==> src/rtl/weight_bank_loader_pkg.sv <==
// Shared types and default sizes for the banked weight store writer.
package weight_pkg;

  localparam int WIDTH_DEF = 16;
  localparam int ADDR_DEF  = 11;
  localparam int NUM_DEF   = 64;

  typedef logic [WIDTH_DEF-1:0] word_t;

  typedef enum logic [1:0] {
    IDLE = 2'd0,
    LOAD = 2'd1,
    DONE = 2'd2
  } ld_state_t;

endpackage

==> src/rtl/weight_bank_loader_if.sv <==
// Weight stream input plus the row-write bus toward the banks, with status.
interface weight_bank_loader_if
  import weight_pkg::*;
#(
  parameter int WIDTH = WIDTH_DEF,
  parameter int ADDR  = ADDR_DEF,
  parameter int NUM   = NUM_DEF
);

  logic             start;
  logic             in_valid;
  logic [WIDTH-1:0] in_data;
  logic             in_ready;
  logic             wr_en;
  logic [ADDR-1:0]  wr_addr;
  logic [WIDTH-1:0] wr_row [NUM];
  logic             busy;
  logic             done;

  modport master (
    output start, in_valid, in_data,
    input  in_ready, wr_en, wr_addr, wr_row, busy, done
  );

  modport slave (
    input  start, in_valid, in_data,
    output in_ready, wr_en, wr_addr, wr_row, busy, done
  );

endinterface

==> src/rtl/weight_bank_loader_row_assembler.sv <==
// Collects NUM words into a row buffer and snapshots the completed row
// (including the word arriving on the closing transfer) into wr_row.
module row_assembler #(
  parameter int WIDTH = 16,
  parameter int NUM   = 64
) (
  input  logic             clk,
  input  logic             rst,
  input  logic             clr_i,
  input  logic             push_i,
  input  logic [WIDTH-1:0] data_i,
  output logic             row_full_o,
  output logic [WIDTH-1:0] wr_row_o [NUM]
);

  localparam int            IW       = $clog2(NUM);
  localparam logic [IW-1:0] IDX_LAST = IW'(NUM - 1);

  logic [IW-1:0]    idx_q;
  logic [WIDTH-1:0] buf_q    [NUM];
  logic [WIDTH-1:0] row_d    [NUM];
  logic [WIDTH-1:0] wr_row_q [NUM];

  assign row_full_o = push_i & (idx_q == IDX_LAST);
  assign wr_row_o   = wr_row_q;

  // Completed row: buffered lanes plus the last word still on the input.
  always_comb begin
    for (int k = 0; k < NUM; k++) begin
      if (k == NUM - 1) begin
        row_d[k] = data_i;
      end else begin
        row_d[k] = buf_q[k];
      end
    end
  end

  // Word index, row buffer and the separate output copy so the next row can
  // start filling in the same cycle wr_en is presented.
  always_ff @(posedge clk or posedge rst) begin
    if (rst) begin
      idx_q <= '0;
      for (int k = 0; k < NUM; k++) begin
        buf_q[k]    <= '0;
        wr_row_q[k] <= '0;
      end
    end else begin
      if (clr_i) begin
        idx_q <= '0;
      end else if (push_i) begin
        buf_q[idx_q] <= data_i;
        idx_q        <= (idx_q == IDX_LAST) ? '0 : idx_q + IW'(1);
      end
      if (row_full_o) begin
        wr_row_q <= row_d;
      end
    end
  end

endmodule

==> src/rtl/weight_bank_loader.sv <==
// Loads DEPTH rows of NUM serial weight words into all banks at shared
// addresses 0..DEPTH-1; holds the load FSM, row counter and write strobe.
module weight_bank_loader
  import weight_pkg::*;
#(
  parameter int WIDTH = WIDTH_DEF,
  parameter int ADDR  = ADDR_DEF,
  parameter int NUM   = NUM_DEF,
  parameter int DEPTH = 2 ** ADDR
) (
  input logic                clk,
  input logic                rst,
  weight_bank_loader_if.slave ld_if
);

  // Row counter is one bit wider so DEPTH == 2**ADDR fits.
  localparam logic [ADDR:0] ROW_LAST = (ADDR + 1)'(DEPTH - 1);

  ld_state_t        state_q;
  logic [ADDR:0]    rows_q;
  logic             wr_en_q;
  logic [ADDR-1:0]  wr_addr_q;
  logic             load_s;
  logic             xfer_s;
  logic             go_s;
  logic             row_full_s;
  logic [WIDTH-1:0] wr_row_s [NUM];

  assign load_s = (state_q == LOAD);
  assign xfer_s = ld_if.in_valid & load_s;
  assign go_s   = ld_if.start & ~load_s;

  assign ld_if.in_ready = load_s;
  assign ld_if.busy     = load_s;
  assign ld_if.done     = (state_q == DONE);
  assign ld_if.wr_en    = wr_en_q;
  assign ld_if.wr_addr  = wr_addr_q;
  assign ld_if.wr_row   = wr_row_s;

  row_assembler #(
    .WIDTH (WIDTH),
    .NUM   (NUM)
  ) u_row_assembler (
    .clk        (clk),
    .rst        (rst),
    .clr_i      (go_s),
    .push_i     (xfer_s),
    .data_i     (ld_if.in_data),
    .row_full_o (row_full_s),
    .wr_row_o   (wr_row_s)
  );

  // Load FSM with row counter and the one-cycle-delayed row write strobe.
  always_ff @(posedge clk or posedge rst) begin
    if (rst) begin
      state_q   <= IDLE;
      rows_q    <= '0;
      wr_en_q   <= 1'b0;
      wr_addr_q <= '0;
    end else begin
      wr_en_q <= row_full_s;
      if (row_full_s) begin
        wr_addr_q <= rows_q[ADDR-1:0];
      end
      case (state_q)
        IDLE, DONE: begin
          if (ld_if.start) begin
            state_q <= LOAD;
            rows_q  <= '0;
          end
        end
        LOAD: begin
          if (row_full_s) begin
            rows_q <= rows_q + (ADDR + 1)'(1);
            if (rows_q == ROW_LAST) begin
              state_q <= DONE;
            end
          end
        end
        default: begin
          state_q <= IDLE;
          rows_q  <= '0;
        end
      endcase
    end
  end

endmodule
==> src/flat_wrapper.sv <==
// flat-port wrapper written by rule: the top's interface ports become plain ports
module weight_bank_loader_flat import weight_pkg::*;
#(
  parameter int WIDTH = WIDTH_DEF,
  parameter int ADDR  = ADDR_DEF,
  parameter int NUM   = NUM_DEF,
  parameter int DEPTH = 2 ** ADDR
)
  (clk, rst, ld_if_start, ld_if_in_valid, ld_if_in_data, ld_if_in_ready, ld_if_wr_en, ld_if_wr_addr, ld_if_wr_row, ld_if_busy, ld_if_done);
  weight_bank_loader_if #(.WIDTH(WIDTH), .ADDR(ADDR), .NUM(NUM)) ld_if_i ();
  input logic clk;
  input logic rst;
  input wire logic [$bits(ld_if_i.start)-1:0] ld_if_start;
  input wire logic [$bits(ld_if_i.in_valid)-1:0] ld_if_in_valid;
  input wire logic [$bits(ld_if_i.in_data)-1:0] ld_if_in_data;
  output wire logic [$bits(ld_if_i.in_ready)-1:0] ld_if_in_ready;
  output wire logic [$bits(ld_if_i.wr_en)-1:0] ld_if_wr_en;
  output wire logic [$bits(ld_if_i.wr_addr)-1:0] ld_if_wr_addr;
  output wire logic [$bits(ld_if_i.wr_row)-1:0] ld_if_wr_row;
  output wire logic [$bits(ld_if_i.busy)-1:0] ld_if_busy;
  output wire logic [$bits(ld_if_i.done)-1:0] ld_if_done;
  assign ld_if_i.start = ld_if_start;
  assign ld_if_i.in_valid = ld_if_in_valid;
  assign ld_if_i.in_data = ld_if_in_data;
  assign ld_if_in_ready = ld_if_i.in_ready;
  assign ld_if_wr_en = ld_if_i.wr_en;
  assign ld_if_wr_addr = ld_if_i.wr_addr;
  assign ld_if_wr_row = {>>{ld_if_i.wr_row}};
  assign ld_if_busy = ld_if_i.busy;
  assign ld_if_done = ld_if_i.done;
  weight_bank_loader #(.WIDTH(WIDTH), .ADDR(ADDR), .NUM(NUM), .DEPTH(DEPTH)) u_core (.clk(clk), .rst(rst), .ld_if(ld_if_i));
endmodule
==> config.mk <==
export PLATFORM = sky130hd
export DESIGN_NAME = weight_bank_loader_flat
export DESIGN_NICKNAME = d
export VERILOG_FILES = /design/src/rtl/weight_bank_loader_pkg.sv /design/src/rtl/weight_bank_loader_if.sv /design/src/rtl/weight_bank_loader_row_assembler.sv /design/src/rtl/weight_bank_loader.sv /design/src/flat_wrapper.sv
export SDC_FILE = /design/constraint.sdc
export NUM_CORES = 2
export LEC_CHECK = 0
export CAP_MARGIN = 25
export CELL_PAD_IN_SITES_DETAIL_PLACEMENT = 0
export CELL_PAD_IN_SITES_GLOBAL_PLACEMENT = 1
export CORE_ASPECT_RATIO = 1.75
export CORE_MARGIN = 8
export CORE_UTILIZATION = 42
export CTS_CLUSTER_DIAMETER = 80
export DETAILED_ROUTE_END_ITERATION = 7
export PLACE_DENSITY = 0.84
export SYNTH_ARGS = -nofsm -noshare
export SYNTH_HDL_FRONTEND = slang
export SYNTH_HIERARCHICAL = 1
export SYNTH_SLANG_ARGS = --single-unit
==> constraint.sdc <==
create_clock -name clk -period 88 [get_ports clk]
set_input_delay 26.4 -clock clk [delete_from_list [all_inputs] [get_ports clk]]
set_output_delay 26.4 -clock clk [all_outputs]
set_load 0.005 [all_outputs]
# == Word level (Yosys, flattened, before mapping) ==
# Index checks and enable logic that the tools add are counted.
# word_totals
regBits,2080
inputBits,20
out_inout_bits,1039
word_cells,170
# classes
add_sub_neg,2
n_lt_le_gt_ge,2
eq_ne,7
n_mux,13
bitwise_logic,6
reduce_logical,7
# ops
op,count
$bwmux 1024,1
$demux 16 s6,1
$mux 12,2
$pmux 12 s2,1
$mux 6,3
$mux 16,1
$add 12x1->12 const B,1
$eq 12x11->1 const B,1
$ge 7x7->1 const B,1
$lt 7x1->1 const B,1
$not 6->7,1
$add 6x1->6 const B,1
$eq 6x6->1 const B,1
$mux 2,3
$ne 2x2->1 const B,3
$pmux 2 s2,1
$reduce_and 2->1,2
$and 1x1->1,3
$reduce_and 3->1,1
$eq 2x1->1 const B,1
$eq 2x2->1 const B,1
$logic_not 2->1,1
$not 1->1,2
$reduce_bool 2->1,1
other kinds (2),2

# == Depth between registers and ports, before layout ==
# depth
word_depth,6
depth_mapped,12

# == By module ==
# Netlist, hierarchy kept.
# modules_own_cells
module,instances,cells_per_inst,area_per_inst_um2,seq_area_each_um2
row_assembler,1,4517,76727.3,50998.9
weight_bank_loader,1,110,1260.0,650.6

# == Worst setup path before layout ==
# OpenSTA, ideal clock, no wires.
# synth_path
path_kind,in2reg
startpoint,input ld_if_start
endpoint,register u_core/u_row_assembler/buf_q[560] in the netlist's numbering
setup_time_ns,0.125
arrival_time_ns,28.176
required_time_ns,87.875
path_slack_ns,59.699
stages,7
n_path_buf,3
cell_sequence,buf_2 nor2b_1 buf_4 nor2_4 nor4b_4 buf_6 mux2_2
# synth_between
elab_chain_cells,3
# synth_lines
item,line,source
"start, declared",flat_wrapper.sv:13,input wire logic [$bits(ld_if_i.start)-1:0] ld_if_start;
$and 1x1->1,weight_bank_loader.sv:31,assign go_s = ld_if.start & ~load_s;
named net u_core.go_s,weight_bank_loader.sv:25,logic go_s;
$not 1->1 (no line),n/a,
$reduce_and 2->1 (no line),n/a,
"end signal, assigned by index",weight_bank_loader_row_assembler.sv:51,buf_q[idx_q] <= data_i;
"end, declared",weight_bank_loader_row_assembler.sv:20,logic [WIDTH-1:0] buf_q [NUM];
# The timed path passes the listed nets, and every way through them passes these cells.
# A chain may end at the register's enable or synchronous reset.

==> flow_metrics.tcl <==
set metrics [dict create \
    status "complete, no violations" \
    tightest_slew_ps 1300 \
    vdd_ir_drop_max_v 0.0000205 \
    rsz0062_at_grt "no" \
    finalHoldViolations 0 \
    seq_area_frac_synth 0.662 \
    rows 209 \
    worst_setup_path_end_kind "asynchronous set/reset pin" \
    dp_hpwl_um 151000 \
    clockRootBuffer "clkbuf_16" \
    core_area_mm2 0.185 \
    crit_type "input port to asynchronous set/reset pin" \
    ys_async_sr_fraction 1.00 \
    die_w_um 342 \
    crit_path_start_kind "input port" \
    design.portCount 1059 \
    overflow 0 \
    gr-usage-met2 0.377 \
    synth_seq_cells 2064 \
    cellPowerDensity_mw_per_mm2 21.0 \
    tritoncts "built" \
    port_buffers 1058 \
    wirelength_um 228000 \
    avgSynthCellArea_um2 16.9 \
    vias_per_cell 5.25 \
    cts_buffers 191 \
    p_switching_mw 0.483 \
    met1_usage 0.265 \
    fillers 14900 \
    clkTransAtPathRegs_ps 70 \
    drtIter0Drc 2020 \
    die_area_mm2 0.200 \
    drt_first_pass_iters 6 \
    internal_power_mw 1.57 \
    synthToLayoutAreaGrowth_pct 25.0 \
    drc 0 \
    fmax_mhz 32.3 \
    layout.nets 5657 \
    cap_violations 0 \
    switching_share 0.236 \
    track_usage 0.222 \
    p_clk_frac 0.405 \
    maxSlewHeadroom 0.134 \
    hold_path.class "flop to flop" \
    drive_gt1_frac 0.433 \
    cts_setup_buffers 0 \
    start_util 0.422 \
    worstPathMaxFanout 175 \
    synth_fp_nets 4649 \
    grt_pass1_vias 46900 \
    ctsHoldBuffers 0 \
    post-route-min-period_ps 30990 \
    p_leak_nw 48.3 \
    cts_resized 0 \
    whs_ps 477 \
    p_seq_frac 0.514 \
    clock_skew_ps 44.5 \
    grt_use_met3 0.0719 \
    drv_slew 0 \
    synth_cells 4627 \
    dieHeight_um 586 \
    setup_viol 0 \
    arrival_ps 31800 \
    p_total_mw 2.05 \
    insertion_delay_ps 810 \
    synth_area_mm2 0.0780 \
    combPwrFrac 0.081 \
    grt_pass1_wl_um 330000 \
    required_ps 88820 \
    vias 43100 \
    antenna_found_initial 12 \
    grt_max_degree 178 \
    ant_nets 0 \
    yosys_warnings 6 \
    clock_sinks 2064 \
    gp_congestion 0.778 \
    yosysUniqueCellTypes 63 \
    clockBufferDepth 4 \
    htree_levels 4 \
    fin_crit_sh 0.352 \
    setup_tns_ps 0 \
    busiest_layer "met2" \
    wire_per_inst_um 27.8 \
    synth_edf_count 0 \
    synth_ff_type "dfrtp_1" \
]
-- cells by family after synthesis --
| family | synth area share |
|---|---|
| flops | 0.662 |
| mux | 0.297 |
| buf+inv | 0.0211 |
| simple gates | 0.0166 |
| compound gates | 0.00226 |
| xor+xnor | 0.000562 |
| fa+ha+maj | 0.000321 |
-- power groups by stage --
stage	Clock, mW	Combinational, mW	Sequential, mW
global placement	0	0.157	1.07
detailed placement	0	0.164	1.07
floorplan	0	0.130	1.06
finish	0.831	0.165	1.05
CTS	0.853	0.165	1.06
global route	0.887	0.180	1.06
-- cells in the final DEF, fill, tap and decap left out, types with 4 or more instances in the layout --
cell type and n:
a21oi_1 8, and3_1 5, and4b_1 5, and4bb_1 4
buf_12 9, buf_16 19, buf_4 72, bufinv_16 11
clkbuf_1 40, clkbuf_16 195, clkbuf_8 42, clkdlybuf4s50_1 1042
clkinv_2 31, clkinv_8 4, clkinvlp_4 8, dfrtp_1 2064
diode_2 6, mux2_1 9, mux2_2 2016, mux2_4 19
mux2i_1 5, nand2_1 21, nand2_2 7, nand2b_1 6
nand3_1 7, nand3_2 10, nand3_4 7, nand4_1 6
nand4_4 5, nor2_1 8, nor2b_1 8, nor2b_2 5
nor4b_4 5, o21ai_0 5, xor2_1 4
-- critical path, stage by stage --
cell and delay, ps:
clkdlybuf4s50_1 530, inv_8 630, buf_12 760, buf_4 860
buf_4 840, buf_12 620, buf_12 640
-- cells in the mapped netlist (all sizes together) (6+ instances only) --
library cell,number,share of area
nand3,24,0.0033
nor2b,14,0.0011
clkbuf,101,0.0049
mux2i,6,0.00082
buf,230,0.016
and4bb,7,0.0011
a21oi,8,0.00051
mux2,2044,0.30
nand2b,6,0.00048
o21ai,7,0.00050
dfrtp,2064,0.66
nand2,28,0.0016
nor4,6,0.00095
nand4,13,0.0022
nor2,12,0.00083
-- area by class of cell --
type / count / area [um2] / share of cell area
Antenna cell: 6 / 15.0 / 0.000154
Clock buffer: 277 / 5610 / 0.0575
Clock inverter: 60 / 687 / 0.00704
Inverter: 5 / 33.8 / 0.000346
Multi-Input combinational cell: 2227 / 24700 / 0.254
Sequential cell: 2064 / 51600 / 0.530
Tap cell: 2426 / 3040 / 0.0311
Timing Repair Buffer: 1146 / 11700 / 0.120
-- layer usage --
layer | vias up | routed length, um
met3 | 353 | 19000
met2 | 1306 | 112000
met1 | 23100 | 88300
li1 | 18300 | -
met5 | - | 13
met4 | 2 | 8710
-- flip-flops by register name (all words and copies together) (netlist names) --
name and count:
u_core/ld_if.wr_en 1, u_core/u_row_assembler/idx_q 6, u_core/ld_if.wr_addr 11, u_core/u_row_assembler/wr_row_o 1024
u_core/state_q 2, u_core/u_row_assembler/buf_q 1008, u_core/rows_q 12
-- final timing paths --
kind / start / slack (ps) / end / cells after the start
worst max-delay path: rst / 57010 / u_core/u_row_assembler/wr_row_o[839] / 7
worst min-delay path: u_core/u_row_assembler/buf_q[199] / 480 / u_core/u_row_assembler/wr_row_o[199] / 1
worst max register to register: u_core/state_q[0] / 82740 / u_core/u_row_assembler/wr_row_o[959] / 8
worst min register to register: u_core/u_row_assembler/buf_q[199] / 480 / u_core/u_row_assembler/wr_row_o[199] / 1
max in group clk: ld_if_in_valid / 57730 / u_core/u_row_assembler/wr_row_o[278] / 8
min in group asynchronous: rst / 26050 / u_core/ld_if.wr_en / 2
-- per-stage QoR --
| stage | worst slack [ps] | area, um2 | cells | util |
|---|---|---|---|---|
| 2_1_floorplan | 4030 | 78000 | 4627 | - |
| 3_3_place_gp | 55750 | 90600 | 7845 | 0.490 |
| 3_5_place_dp | 55650 | 90900 | 7856 | 0.492 |
| 4_1_cts | 56520 | 97200 | 8193 | 0.526 |
| 5_1_grt | 56280 | 97500 | 8206 | 0.527 |
| 6_report | 57010 | 97500 | 8211 | 0.527 |
Power figures use the tool's default switching activity.
